File: src/rtl/vid_timing_detect.sv
`default_nettype none
// +--------------------------------------------------------------------------+
// | vid_timing_detect                                                        |
// | Measures DE/HS/VS stream timing per frame, reports lock and format loss. |
// | Rev 1.0                                                                  |
// +--------------------------------------------------------------------------+
module vid_timing_detect #(
  parameter int CW          = 12,
  parameter int LOCK_FRAMES = 2,
  parameter int TIMEOUT     = 1048576,
  parameter bit HS_POL      = 1'b1,
  parameter bit VS_POL      = 1'b1
) (
  input  logic          clk,
  input  logic          reset_n,
  input  logic          vid_de,
  input  logic          vid_hs,
  input  logic          vid_vs,
  output logic [CW-1:0] h_total,
  output logic [CW-1:0] h_active,
  output logic [CW-1:0] h_sync,
  output logic [CW-1:0] v_total,
  output logic [CW-1:0] v_active,
  output logic [CW-1:0] v_sync,
  output logic          meas_valid,
  output logic          locked,
  output logic          fmt_change
);

  localparam logic [CW-1:0]   C_MAX     = '1;
  localparam int              C_TW      = $clog2(TIMEOUT + 1);
  localparam logic [C_TW-1:0] C_TO_MAX  = C_TW'(TIMEOUT);
  localparam logic [C_TW-1:0] C_TO_LAST = C_TW'(TIMEOUT - 1);
  localparam logic [3:0]      C_LOCK    = 4'(LOCK_FRAMES);

  typedef enum logic [1:0] {IDLE, MEASURE, CHECK, LOCKED} state_t;

  function automatic logic [CW-1:0] sat_inc(input logic [CW-1:0] v);
    return (v == C_MAX) ? v : v + CW'(1);
  endfunction

  // polarity-normalised input registers and their delayed copies
  logic r_de, r_hs, r_vs, r_hs_d, r_vs_d;
  logic w_hs_le, w_vs_le;

  logic [CW-1:0] r_hcnt, r_hs_w, r_de_w;
  logic [CW-1:0] r_hper, r_hsw, r_hact;
  logic [CW-1:0] r_vcnt, r_vs_l, r_act_l;
  logic          r_sat_seen;
  logic [C_TW-1:0] r_to_cnt;

  logic [CW-1:0] w_hper_nxt, w_hsw_nxt, w_hact_nxt;
  logic [CW-1:0] w_vcnt_nxt, w_vsl_nxt, w_act_nxt;
  logic          w_line_de, w_run_sat, w_snap_sat, w_bad, w_equal, w_timeout;
  logic [6*CW-1:0] w_snap, w_meas;

  state_t        r_state;
  logic [3:0]    r_match;
  logic [CW-1:0] r_h_total, r_h_active, r_h_sync, r_v_total, r_v_active, r_v_sync;
  logic          r_meas_valid, r_locked, r_fmt_change;

  assign w_hs_le   = r_hs & ~r_hs_d;
  assign w_vs_le   = r_vs & ~r_vs_d;
  assign w_line_de = w_hs_le && (r_de_w != '0);

  // shadow values as they stand after this cycle's HS edge, so a coincident
  // HS edge is folded into the frame that the VS edge closes
  assign w_hper_nxt = w_hs_le   ? r_hcnt           : r_hper;
  assign w_hsw_nxt  = w_hs_le   ? r_hs_w           : r_hsw;
  assign w_hact_nxt = w_line_de ? r_de_w           : r_hact;
  assign w_vcnt_nxt = w_hs_le   ? sat_inc(r_vcnt)  : r_vcnt;
  assign w_vsl_nxt  = (w_hs_le && r_vs) ? sat_inc(r_vs_l) : r_vs_l;
  assign w_act_nxt  = w_line_de ? sat_inc(r_act_l) : r_act_l;

  assign w_snap = {w_hper_nxt, w_hact_nxt, w_hsw_nxt, w_vcnt_nxt, w_act_nxt, w_vsl_nxt};
  assign w_meas = {r_h_total, r_h_active, r_h_sync, r_v_total, r_v_active, r_v_sync};

  assign w_run_sat  = (r_hcnt == C_MAX) | (r_hs_w == C_MAX) | (r_de_w == C_MAX) |
                      (r_vcnt == C_MAX) | (r_vs_l == C_MAX) | (r_act_l == C_MAX);
  assign w_snap_sat = (w_hper_nxt == C_MAX) | (w_hsw_nxt == C_MAX) | (w_hact_nxt == C_MAX) |
                      (w_vcnt_nxt == C_MAX) | (w_vsl_nxt == C_MAX) | (w_act_nxt == C_MAX);
  assign w_bad      = r_sat_seen | w_run_sat | w_snap_sat;
  assign w_equal    = (w_snap == w_meas) && !w_bad;
  assign w_timeout  = !w_hs_le && (r_to_cnt == C_TO_LAST);

  always_ff @(posedge clk or negedge reset_n) begin
    if (!reset_n) begin
      r_de       <= 1'b0;
      r_hs       <= 1'b0;
      r_vs       <= 1'b0;
      r_hs_d     <= 1'b0;
      r_vs_d     <= 1'b0;
      r_hcnt     <= '0;
      r_hs_w     <= '0;
      r_de_w     <= '0;
      r_hper     <= '0;
      r_hsw      <= '0;
      r_hact     <= '0;
      r_vcnt     <= '0;
      r_vs_l     <= '0;
      r_act_l    <= '0;
      r_sat_seen <= 1'b0;
      r_to_cnt   <= '0;
    end else begin
      r_de   <= vid_de;
      r_hs   <= (vid_hs == HS_POL);
      r_vs   <= (vid_vs == VS_POL);
      r_hs_d <= r_hs;
      r_vs_d <= r_vs;

      r_hcnt <= w_hs_le ? CW'(1) : sat_inc(r_hcnt);
      if (w_hs_le)   r_hs_w <= CW'(1);
      else if (r_hs) r_hs_w <= sat_inc(r_hs_w);
      if (w_hs_le)   r_de_w <= r_de ? CW'(1) : '0;
      else if (r_de) r_de_w <= sat_inc(r_de_w);

      r_hper <= w_hper_nxt;
      r_hsw  <= w_hsw_nxt;
      r_hact <= w_hact_nxt;

      if (w_vs_le) begin
        r_vcnt     <= '0;
        r_vs_l     <= '0;
        r_act_l    <= '0;
        r_sat_seen <= 1'b0;
      end else begin
        r_vcnt     <= w_vcnt_nxt;
        r_vs_l     <= w_vsl_nxt;
        r_act_l    <= w_act_nxt;
        r_sat_seen <= r_sat_seen | w_run_sat;
      end

      if (w_hs_le)                    r_to_cnt <= '0;
      else if (r_to_cnt != C_TO_MAX)  r_to_cnt <= r_to_cnt + C_TW'(1);
    end
  end

  always_ff @(posedge clk or negedge reset_n) begin
    if (!reset_n) begin
      r_state      <= IDLE;
      r_match      <= '0;
      r_h_total    <= '0;
      r_h_active   <= '0;
      r_h_sync     <= '0;
      r_v_total    <= '0;
      r_v_active   <= '0;
      r_v_sync     <= '0;
      r_meas_valid <= 1'b0;
      r_locked     <= 1'b0;
      r_fmt_change <= 1'b0;
    end else begin
      r_fmt_change <= 1'b0;
      if (w_timeout) begin
        r_state      <= IDLE;
        r_match      <= '0;
        {r_h_total, r_h_active, r_h_sync, r_v_total, r_v_active, r_v_sync} <= '0;
        r_meas_valid <= 1'b0;
        r_locked     <= 1'b0;
      end else if (w_vs_le) begin
        case (r_state)
          IDLE: r_state <= MEASURE;
          MEASURE: begin
            {r_h_total, r_h_active, r_h_sync, r_v_total, r_v_active, r_v_sync} <= w_snap;
            r_meas_valid <= 1'b1;
            r_match      <= 4'd1;
            if (LOCK_FRAMES == 1 && !w_bad) begin
              r_state  <= LOCKED;
              r_locked <= 1'b1;
            end else begin
              r_state  <= CHECK;
            end
          end
          CHECK: begin
            {r_h_total, r_h_active, r_h_sync, r_v_total, r_v_active, r_v_sync} <= w_snap;
            if (w_equal) begin
              r_match <= r_match + 4'd1;
              if ((r_match + 4'd1) >= C_LOCK) begin
                r_state  <= LOCKED;
                r_locked <= 1'b1;
              end
            end else begin
              r_match <= 4'd1;
            end
          end
          LOCKED: begin
            {r_h_total, r_h_active, r_h_sync, r_v_total, r_v_active, r_v_sync} <= w_snap;
            if (!w_equal) begin
              r_state      <= CHECK;
              r_locked     <= 1'b0;
              r_fmt_change <= 1'b1;
              r_match      <= 4'd1;
            end
          end
          default: r_state <= IDLE;
        endcase
      end
    end
  end

  assign h_total    = r_h_total;
  assign h_active   = r_h_active;
  assign h_sync     = r_h_sync;
  assign v_total    = r_v_total;
  assign v_active   = r_v_active;
  assign v_sync     = r_v_sync;
  assign meas_valid = r_meas_valid;
  assign locked     = r_locked;
  assign fmt_change = r_fmt_change;

endmodule
`default_nettype wire

File: config.mk
export PLATFORM = sky130hd
export DESIGN_NAME = vid_timing_detect
export DESIGN_NICKNAME = d
export VERILOG_FILES = /design/src/rtl/vid_timing_detect.sv
export SDC_FILE = /design/constraint.sdc
export NUM_CORES = 1
export LEC_CHECK = 0
export CAP_MARGIN = 30
export CELL_PAD_IN_SITES_DETAIL_PLACEMENT = 0
export CELL_PAD_IN_SITES_GLOBAL_PLACEMENT = 1
export CORE_ASPECT_RATIO = 0.75
export CORE_MARGIN = 5
export CORE_UTILIZATION = 45
export DETAILED_ROUTE_END_ITERATION = 16
export PLACE_DENSITY_LB_ADDON = 0.1
export SLEW_MARGIN = 40
export SYNTH_ARGS = -nofsm -noshare
export SYNTH_HDL_FRONTEND = slang
export SYNTH_SLANG_ARGS = --single-unit
File: constraint.sdc
create_clock -name clk -period 9.34 [get_ports clk]
set_clock_uncertainty 0.2 [all_clocks]
set_input_delay 0.934 -clock clk [delete_from_list [all_inputs] [get_ports clk]]
set_output_delay 0.934 -clock clk [all_outputs]
set_load 0.02 [all_outputs]
==> flow_metrics.py <==
metrics = {
    "run_status": {
        "status": "finished clean",
    },
    "logic_synthesis": {
        "yosysTopAreaCellShare_pct": 44.53,
        "postSynthAreaPerCell_sq_um": 8.964,
        "syn_nets": 1370,
        "synthMuxAreaShare_pct": 2.824,
        "ys_top_cells_by_count": "dfrtp_1, nor2_1, nand2_1",
        "synth_area_leaders": "dfrtp_1, nor2_1, xnor2_1, a211oi_1, nand2_1",
        "postSynthCellCount": 1354,
        "synth_most_common_cell": "dfrtp_1",
        "synth-main-ff-cell": "dfrtp_1",
        "synth_top_family_by_area": "simple AND/OR/NAND/NOR gates",
        "synth_top_cell_by_area": "dfrtp_1",
        "yosysUniqueCellTypes": 74,
        "ys_ff_latch": 216,
        "syn-cell-area_sq_um": 12140,
        "synth-simple-area-share_pct": 24.59,
        "synth-edff-count": 0,
        "synthAdderAreaFrac_pct": 1.134,
        "synth_xor_area_share_pct": 7.865,
        "ys_seq_area_share_pct": 44.53,
        "synthArstFlopShare_pct": 100.0,
        "yosys_warnings": 0,
        "synth-compound-area-share_pct": 14.33,
    },
    "floorplanning": {
        "die-area_sq_um": 30390,
        "pin_count": 80,
        "initial_core_util_pct": 45.28,
        "die_h_microns": 152.2,
        "rows": 52,
        "core_sq_um": 26810,
        "die_w_microns": 199.6,
    },
    "grt": {
        "antenna_found_initial": 1,
        "grt_start_max_net_pins": 107,
        "gr-total-overflow": 0,
        "grt_util_all_layers_pct": 25.23,
        "grt_pass1_vias": 9879,
        "use_met3_pct": 6.211,
        "grt_pass1_wl_mm": 60.78,
        "met2_usage_pct": 32.58,
        "global_route.usage.met1_pct": 41.72,
        "grt_busiest_layer": "met1",
    },
    "min_path": {
        "hold_class": "input port to asynchronous set/reset pin",
    },
    "clock_tree": {
        "hold_buffers": 0,
        "numCtsBuffers": 24,
        "cts-resized-gates": 0,
        "clkSlewWorstSetupHoldPaths_ns": 0.06,
        "clockBufferDepth": 3,
        "post_cts_buffers": 0,
        "htree_levels": 1,
        "clk_latency_ns": 0.52,
        "tritoncts": "done",
        "cts_num_sinks": 216,
        "cts-root-buf": "clkbuf_16",
    },
    "sta": {
        "hold_violations": 0,
        "slew_violations": 0,
        "worst_slack_ns": 5.122,
        "maxSlewHeadroom_pct": 39.93,
        "rsz0062_at_grt": "false",
        "setup_violations": 0,
        "fmax_ghz": 0.2371,
        "timing.setup.tns_ns": 0,
        "tightestPinTransition_ns": 0.8886,
        "min_period_ns": 4.218,
        "fin_crit_sh_pct": 45.16,
    },
    "setup_path": {
        "worstSetupStartpointType": "flip-flop",
        "cp.required_ns": 9.58,
        "arrival_ns": 4.46,
        "crit_fanout": 21,
        "cp-end-kind": "flip-flop",
        "path_class": "flip-flop to flip-flop",
    },
    "route": {
        "drt-pass1-iter-count": 6,
        "route.detailed.drc": 0,
        "wl_per_cell_microns": 22.06,
        "routed_via_density": 5.949,
        "drt_iter0_drc": 882,
        "ant_nets": 0,
        "num_vias": 10470,
        "wirelength_mm": 38.80,
    },
    "power_and_ir_drop": {
        "p_leak_nw": 5.842,
        "p_per_area_nw_per_um2": 203.8,
        "ir_drop_mv": 0.1435,
        "power_mw": 2.850,
    },
    "finish": {
        "drive_above_1_share_pct": 5.114,
        "n_antenna_cell": 0,
        "fin_nets": 1409,
        "syn2layout_area_growth_pct": 15.19,
        "nFillCells": 2516,
        "multiInputGateArea_sq_um": 6208,
        "regArea_sq_um": 5405,
    },
    "place": {
        "dp_slack_ns": 5.201,
        "finalWeightedCongestion": 0.9144,
        "portBuffers": 79,
        "hpwlAfterDp_mm": 27.55,
    },
    "run": {
        "cap_violations": 0,
    },
}
[sequential cells by signal, summed over array words and instances, names as in the netlist, 2 cells and up]
| name | cells |
|---|---|
| v_total | 12 |
| r_hact | 12 |
| r_hcnt | 12 |
| r_hper | 12 |
| v_sync | 12 |
| r_de_w | 12 |
| r_state | 2 |
| r_vcnt | 12 |
| h_total | 12 |
| r_hsw | 12 |
| h_sync | 12 |
| r_hs_w | 12 |
| r_act_l | 12 |
| v_active | 12 |
| r_to_cnt | 21 |
| r_match | 4 |
| r_vs_l | 12 |
| h_active | 12 |
[final cells by class]
cell class                 count  share of cell area, %
tap                          351                  3.141
inverter                      59                  1.584
clock buffer                  40                  5.306
timing repair buffer          94                  6.693
clock inverter                 1                 0.2148
sequential                   216                  38.66
multi-input combinational    998                  44.40
[critical path, stage by stage, from the launching register on]
cell,delay [ns]
dfrtp_1,0.50
inv_1,0.16
ha_1,0.18
or4b_4,0.50
o31ai_4,0.39
buf_4,0.34
nor2_1,0.22
a311oi_1,0.35
nand4_1,0.13
nor4_1,0.32
and4_1,0.48
a32oi_1,0.18
nor3_2,0.17
[placed cells by master (no fill, tap or decap), types with 10 or more instances in the layout]
master	instances
dfrtp_1	216
nor2_1	189
nand2_1	109
clkdlybuf4s50_1	78
xnor2_1	65
inv_1	59
a211oi_1	55
nand3_1	53
a21oi_1	48
xor2_1	44
o21ai_0	42
nor3_1	40
nand4_1	37
mux2i_1	32
nor4_1	27
clkbuf_16	25
or3_1	18
nor2b_1	17
and3_1	17
and2_1	16
a31oi_1	14
buf_4	12
ha_1	11
nand2b_1	10
and4_1	10
or4_1	10
[path summary, 6_finish.rpt]
path	cells past startpoint	start	slack, ns	to
max	12	r_de_w[0]	5.12	locked
min	1	reset_n	0.13	r_hs_w[7]
max reg2reg	12	r_de_w[0]	5.12	locked
min reg2reg	2	meas_valid	0.31	meas_valid
max in group asynchronous	4	reset_n	6.78	r_hper[8]
min in group clk	2	meas_valid	0.31	meas_valid
[power breakdown]
part           internal [mW]  switching (mW)  total, mW
Clock                  0.563           0.382      0.945
Combinational          0.290           0.386      0.675
Sequential              1.05           0.182       1.23
[layer usage]
metal / up-vias / part of all wire (%)
li1: 4926 / -
met4: 2 / 2.5
met1: 5140 / 51
met5: - / 0.018
met3: 61 / 7.6
met2: 336 / 39
[through the flow]
step / util (%) / hold slack [ns] / cells / cell area [sq um]
finish: 52.16 / 0.1281 / 1759 / 13980
global route: 52.16 / 0.1466 / 1759 / 13980
CTS: 52.06 / 0.3098 / 1758 / 13950
detailed placement: 49.18 / 0.3044 / 1717 / 13180
global placement: 49.10 / 0.2890 / 1717 / 13160
floorplan: - / 0.1487 / 1354 / 12140
[cell families after synthesis]
| kind of cell | Yosys count |
|---|---|
| and+or+nand+nor | 594 |
| AOI/OAI and AO/OA | 250 |
| DFF | 216 |
| buffers and inverters | 140 |
| xor gates and xnor gates | 109 |
| muxes | 34 |
| adders and majority gates | 11 |
(Power assumes the default switching activity.)
